**src/rtl/ccc_clken_rst_seq.sv**
```systemverilog
// ccc_clken_rst_seq: PLL lock qualifier, staggered domain reset release and per-channel clock-enable dividers
module ccc_clken_rst_seq #(
  parameter int NUM_CH      = 2,
  parameter int DIV_W       = 8,
  parameter int LOCK_SYNC   = 2,
  parameter int LOCK_STABLE = 1024,
  parameter int STAGGER     = 16
) (
  input  logic                    CLK0,
  input  logic                    RESET_N,
  input  logic                    LOCK,
  input  logic [NUM_CH*DIV_W-1:0] DIV,
  input  logic                    CLR_LOST,
  output logic                    LOCKED,
  output logic [NUM_CH-1:0]       RST_N_OUT,
  output logic [NUM_CH-1:0]       CLKEN_OUT,
  output logic                    LOCK_LOST
);
  localparam int CMAX = LOCK_STABLE > STAGGER ? LOCK_STABLE : STAGGER;
  localparam int CW = $clog2(CMAX + 1);
  typedef enum logic [1:0] {WAIT_LOCK, STABLE, RELEASE, RUN} state_t;
  state_t state, state_n;
  logic [LOCK_SYNC-1:0] sync;
  logic [CW-1:0] cnt, cnt_n;
  logic lock_s, locked_n, lost_n, lost_set;
  logic [NUM_CH-1:0] rst_n_n, rst_step;
  assign lock_s = sync[LOCK_SYNC-1];
  always_ff @(posedge CLK0)
    if (!RESET_N) begin
      sync      <= '0;
      state     <= WAIT_LOCK;
      cnt       <= '0;
      LOCKED    <= 1'b0;
      RST_N_OUT <= '0;
      LOCK_LOST <= 1'b0;
    end else begin
      sync      <= {sync[LOCK_SYNC-2:0], LOCK};
      state     <= state_n;
      cnt       <= cnt_n;
      LOCKED    <= locked_n;
      RST_N_OUT <= rst_n_n;
      LOCK_LOST <= lost_n;
    end
  // one counter serves both the stability window and the stagger interval
  always_comb begin
    rst_step = (RST_N_OUT << 1) | NUM_CH'(1);
    state_n  = state;
    cnt_n    = cnt;
    locked_n = LOCKED;
    rst_n_n  = RST_N_OUT;
    lost_set = 1'b0;
    case (state)
      WAIT_LOCK: begin
        cnt_n = '0;
        if (lock_s) state_n = STABLE;
      end
      STABLE:
        if (!lock_s) begin
          state_n = WAIT_LOCK;
          cnt_n   = '0;
        end else if (cnt == CW'(LOCK_STABLE - 1)) begin
          locked_n = 1'b1;
          state_n  = RELEASE;
          cnt_n    = '0;
        end else cnt_n = cnt + 1'b1;
      RELEASE:
        if (!lock_s) lost_set = 1'b1;
        else if (cnt == CW'(STAGGER - 1)) begin
          cnt_n   = '0;
          rst_n_n = rst_step;
          if (rst_step[NUM_CH-1]) state_n = RUN;
        end else cnt_n = cnt + 1'b1;
      default: lost_set = !lock_s;
    endcase
    if (lost_set) begin
      state_n  = WAIT_LOCK;
      cnt_n    = '0;
      locked_n = 1'b0;
      rst_n_n  = '0;
    end
    lost_n = lost_set | (LOCK_LOST & ~CLR_LOST);
  end
  for (genvar k = 0; k < NUM_CH; k++) begin : g_div
    logic [DIV_W-1:0] c, d, c_n, d_n;
    logic en;
    // enable is registered from next-state so it lines up with the cycle the counter hits d-1
    always_comb begin
      c_n = (d <= DIV_W'(1) || c == d - 1'b1) ? '0 : c + 1'b1;
      d_n = c_n == '0 ? DIV[k*DIV_W +: DIV_W] : d;
    end
    always_ff @(posedge CLK0)
      if (!RESET_N || !rst_n_n[k]) begin
        c  <= '0;
        d  <= '0;
        en <= 1'b0;
      end else begin
        c  <= c_n;
        d  <= d_n;
        en <= (d_n <= DIV_W'(1)) || (c_n == d_n - 1'b1);
      end
    assign CLKEN_OUT[k] = en;
  end
endmodule

```
**config.mk**
```make
export PLATFORM = sky130hd
export DESIGN_NAME = ccc_clken_rst_seq
export DESIGN_NICKNAME = d
export VERILOG_FILES = /design/src/rtl/ccc_clken_rst_seq.sv
export SDC_FILE = /design/constraint.sdc
export NUM_CORES = 1
export LEC_CHECK = 0
export ABC_AREA = 0
export CAP_MARGIN = 10
export CELL_PAD_IN_SITES_DETAIL_PLACEMENT = 0
export CELL_PAD_IN_SITES_GLOBAL_PLACEMENT = 1
export CORE_ASPECT_RATIO = 1.5
export CORE_MARGIN = 4
export CORE_UTILIZATION = 30
export CTS_BUF_LIST = sky130_fd_sc_hd__clkbuf_8
export DETAILED_ROUTE_END_ITERATION = 8
export PLACE_DENSITY = 0.64
export SLEW_MARGIN = 20
export SYNTH_ARGS = -nofsm -noshare
export SYNTH_HDL_FRONTEND = slang
export SYNTH_SLANG_ARGS = --single-unit
```
**constraint.sdc**
```tcl
create_clock -name CLK0 -period 11 [get_ports CLK0]
set_clock_uncertainty 0.15 [all_clocks]
set_input_delay 2.2 -clock CLK0 [delete_from_list [all_inputs] [get_ports CLK0]]
set_output_delay 2.2 -clock CLK0 [all_outputs]
set_load 0.01 [all_outputs]
```
==> parameters.txt <==
Parameter                              Value

Run status
  Result of the run ... finished, final reports clean

Floorplan
  Number of cell rows ... 50
  Core region area ... roughly 0.013 mm2
  Total Die Area ... between 0.015 and 0.02 mm2
  Initial core utilization ... 0.310
  Die outline height ... around 150 um
  Die width ... ~100 um
  Boundary pin count ... 26

Timing
  Final period utilization ... 0.425
  Setup Total Neg Slack ... 0 ns
  Unrepaired setup endpoints after global routing ... false
  Final critical-path required period ... around 4.7 ns
  Actual slew at the worst max-slew pin ... slightly below 1 ns
  Max frequency ... approximately 0.21 GHz
  Final number of setup-violating endpoints ... 0
  Max-slew violation count ... 0
  Relative slew slack ... 0.358
  Final Hold Fails ... 0

Clock tree
  TritonCTS clock tree ... done
  Clock network latency to the later pin of the worst-skew pair ... ~0.32 ns
  Maximum number of buffers from clock root to sink ... 2
  CTS Root Buffer Type ... clkbuf_8
  Post-CTS setup-driven buffer insertion count ... 0
  TritonCTS Sinks ... 53
  H-tree depth reported by CTS ... 2
  Total of hold buffers inserted after clock tree synthesis ... 0
  Cells resized by post-CTS repair ... 0
  Register clock-pin slew on the reported worst setup and hold paths ... ~0.11 ns
  Number of CTS-inserted buffers ... 5

Setup path
  Required @ worst endpoint ... between 10 and 15 ns
  Type of origin of the critical path ... input pin
  Worst setup path startpoint ... DIV[8]
  Reg-to-reg startpoint ... g_div[1].c[2]$_SDFF_PP0_
  Depth of the worst register-to-register path ... 14
  Category of the critical setup timing path ... in2reg
  FF-to-FF End ... g_div[1].en$_SDFF_PP0_
  End of the critical path ... g_div[1].en$_SDFF_PP0_
  Worst-path fanout max ... 5
  Data arrival time of the worst path ... about 4.8 ns
  Minimum setup slack among reg-to-reg paths ... between 6 and 7 ns
  Capturing element type of the critical path ... flip-flop

Finish
  Number of inserted diodes ... 0
  Final Cell Area ... 0.00434 mm2
  Net count of the finished layout ... ~530
  Layout cell share with drive strength beyond 1 ... 0.0681
  Layout Cells excl Fill ... approximately 660
  Most frequent cells in the layout ... 64 x nor2_1, 53 x dfxtp_1, 36 x nand2_1
  Most common cell after layout, fill and taps aside ... nor2_1
  P&R area growth vs syn ... 10.5%
  Filler Cells Inserted ... about 1,300

Yosys
  Distinct cell type count of the synthesized netlist ... between 60 and 70
  Number of warnings issued by yosys ... 0
  Seq cells post-synth ... 53
  Post-synthesis average cell area ... 7.94 um2
  Share of synthesized flip-flops with an asynchronous set or reset ... 0
  Number of enable-type register cells in the synthesized netlist ... 0
  Synthesized cell area ... slightly below 0.004 mm2
  Count of mapped cells out of synthesis ... between 400 and 500
  Number of nets in the synthesized netlist ... between 500 and 600
  Post-synthesis sequential area ratio ... 0.270
  Dominant synthesized flop cell ... dfxtp_1

Detailed routing
  Violation count after the first detailed-routing iteration ... 108
  Via density ... between 5 and 6
  Sum of routed wire length over all layers ... 10,300 um
  Routed WL per cell ... 15.8 um
  Antenna-violating nets left ... 0
  Vias after detailed routing ... roughly 3,600
  First-pass detailed-route iteration total ... 5
  DRC errors left ... 0

Placement
  Area after DPL ... 0.00424 mm2
  Quantity of I/O buffers inserted on ports ... 25
  Total instance count after detailed placement ... ~650
  Final HPWL from detailed placement ... around 8200 um
  Weighted congestion reported at the end of routability-driven placement ... between 0.8 and 0.9

Power and ir drop
  Power per unit of standard cell area ... just over 80 mW/mm2
  Leakage component of the power ... about 1.6 nW
  Worst IR Drop VDD ... around 53 uV
  Total power ... between 0.3 and 0.4 mW

Global route
  Number of global-route vias before repair ... about 3,400
  Initial antenna violation count ... 0
  Maximum number of pins on one net before global-route repair ... 20
  Total global routing overflow ... 0
  Aggregate global-route resource usage ... 0.140
  First-pass GRT wire length ... 16,800 um

Min path
  HP Class ... reg2reg

Job
  Max-cap viol count ... 0
-- metrics by stage --
step	setup slack (ns)	utilization	hold slack (ns)
detailed placement	6.03	0.335	0.276
finish	6.33	0.343	0.299
floorplan	6.89	-	0.262
CTS	6.38	0.343	0.306
global route	6.03	0.343	0.347
global placement	6.19	0.335	0.265
-- logic make-up after synthesis --
group / after synthesis / share of synthesized area
compound gates: 108 / 0.203
xor+xnor: 54 / 0.121
fa+ha+maj: 16 / 0.0510
buf+inv: 47 / 0.0526
flops: 53 / 0.270
mux: 15 / 0.0405
simple gates: 201 / 0.262
-- per-layer routing --
metal | vias to the layer above | share of wire | global-route usage
met5 | - | 0 | 0
met3 | 29 | 0.037 | 0.0235
met4 | 0 | 0.045 | 0.0805
li1 | 1789 | - | -
met1 | 1671 | 0.40 | 0.148
met2 | 80 | 0.52 | 0.254
-- power breakdown --
group          internal [mW]  switching [mW]  total [mW]
clock                 0.0479          0.0767       0.125
sequential             0.192        0.000522       0.193
combinational         0.0158          0.0155      0.0314
total                  0.256          0.0928       0.349
-- layout make-up --
cell class | count | area [um2] | area share
well taps | 156 | 195 | 0.0450
inverters | 18 | 67.6 | 0.0156
flip-flops and latches | 53 | 1060 | 0.245
multi-input cells | 394 | 2660 | 0.613
clock inverters | 3 | 28.8 | 0.00664
repair buffers | 26 | 258 | 0.0595
clock buffers | 5 | 68.8 | 0.0159
-- worst min path at each step --
stage,startpoint,end,slack (ns),cells past startpoint
6_report,sync[0]$_SDFF_PN0_,sync[1]$_SDFF_PN0_,0.30,1
3_3_place_gp,sync[0]$_SDFF_PN0_,sync[1]$_SDFF_PN0_,0.26,1
3_5_place_dp,sync[0]$_SDFF_PN0_,sync[1]$_SDFF_PN0_,0.28,1
4_1_cts,sync[0]$_SDFF_PN0_,sync[1]$_SDFF_PN0_,0.31,1
5_1_grt,sync[0]$_SDFF_PN0_,sync[1]$_SDFF_PN0_,0.35,1
2_1_floorplan,sync[0]$_SDFF_PN0_,sync[1]$_SDFF_PN0_,0.26,1
-- worst max-delay path, cell delays in order --
cell             delay, ns
clkdlybuf4s50_1       0.51
a21boi_0              0.33
nor2_1                0.13
ha_1                  0.28
nand2_1               0.09
xor2_1                0.27
a22o_1                0.21
a222oi_1              0.06
nor4_1                0.30
o211ai_1              0.13
o31ai_1               0.26
-- synth_stat cells, drive strengths merged, types with 12 or more instances --
master / count / area share
nor2: 64 / 0.061
clkbuf: 19 / 0.018
dfxtp: 53 / 0.27
a21oi: 24 / 0.031
o21ai: 14 / 0.018
and3: 12 / 0.019
ha: 16 / 0.051
nand3: 16 / 0.020
xor2: 29 / 0.065
xnor2: 25 / 0.056
inv: 18 / 0.017
nor3: 19 / 0.026
nand2: 37 / 0.040
-- registers in the layout, indices dropped and copies added (netlist names) --
name       flops
LOCKED         1
LOCK_LOST      1
RST_N_OUT      2
cnt           11
g_div.c       16
g_div.d       16
g_div.en       2
state          2
sync           2
Power figures use the tool's default switching activity.
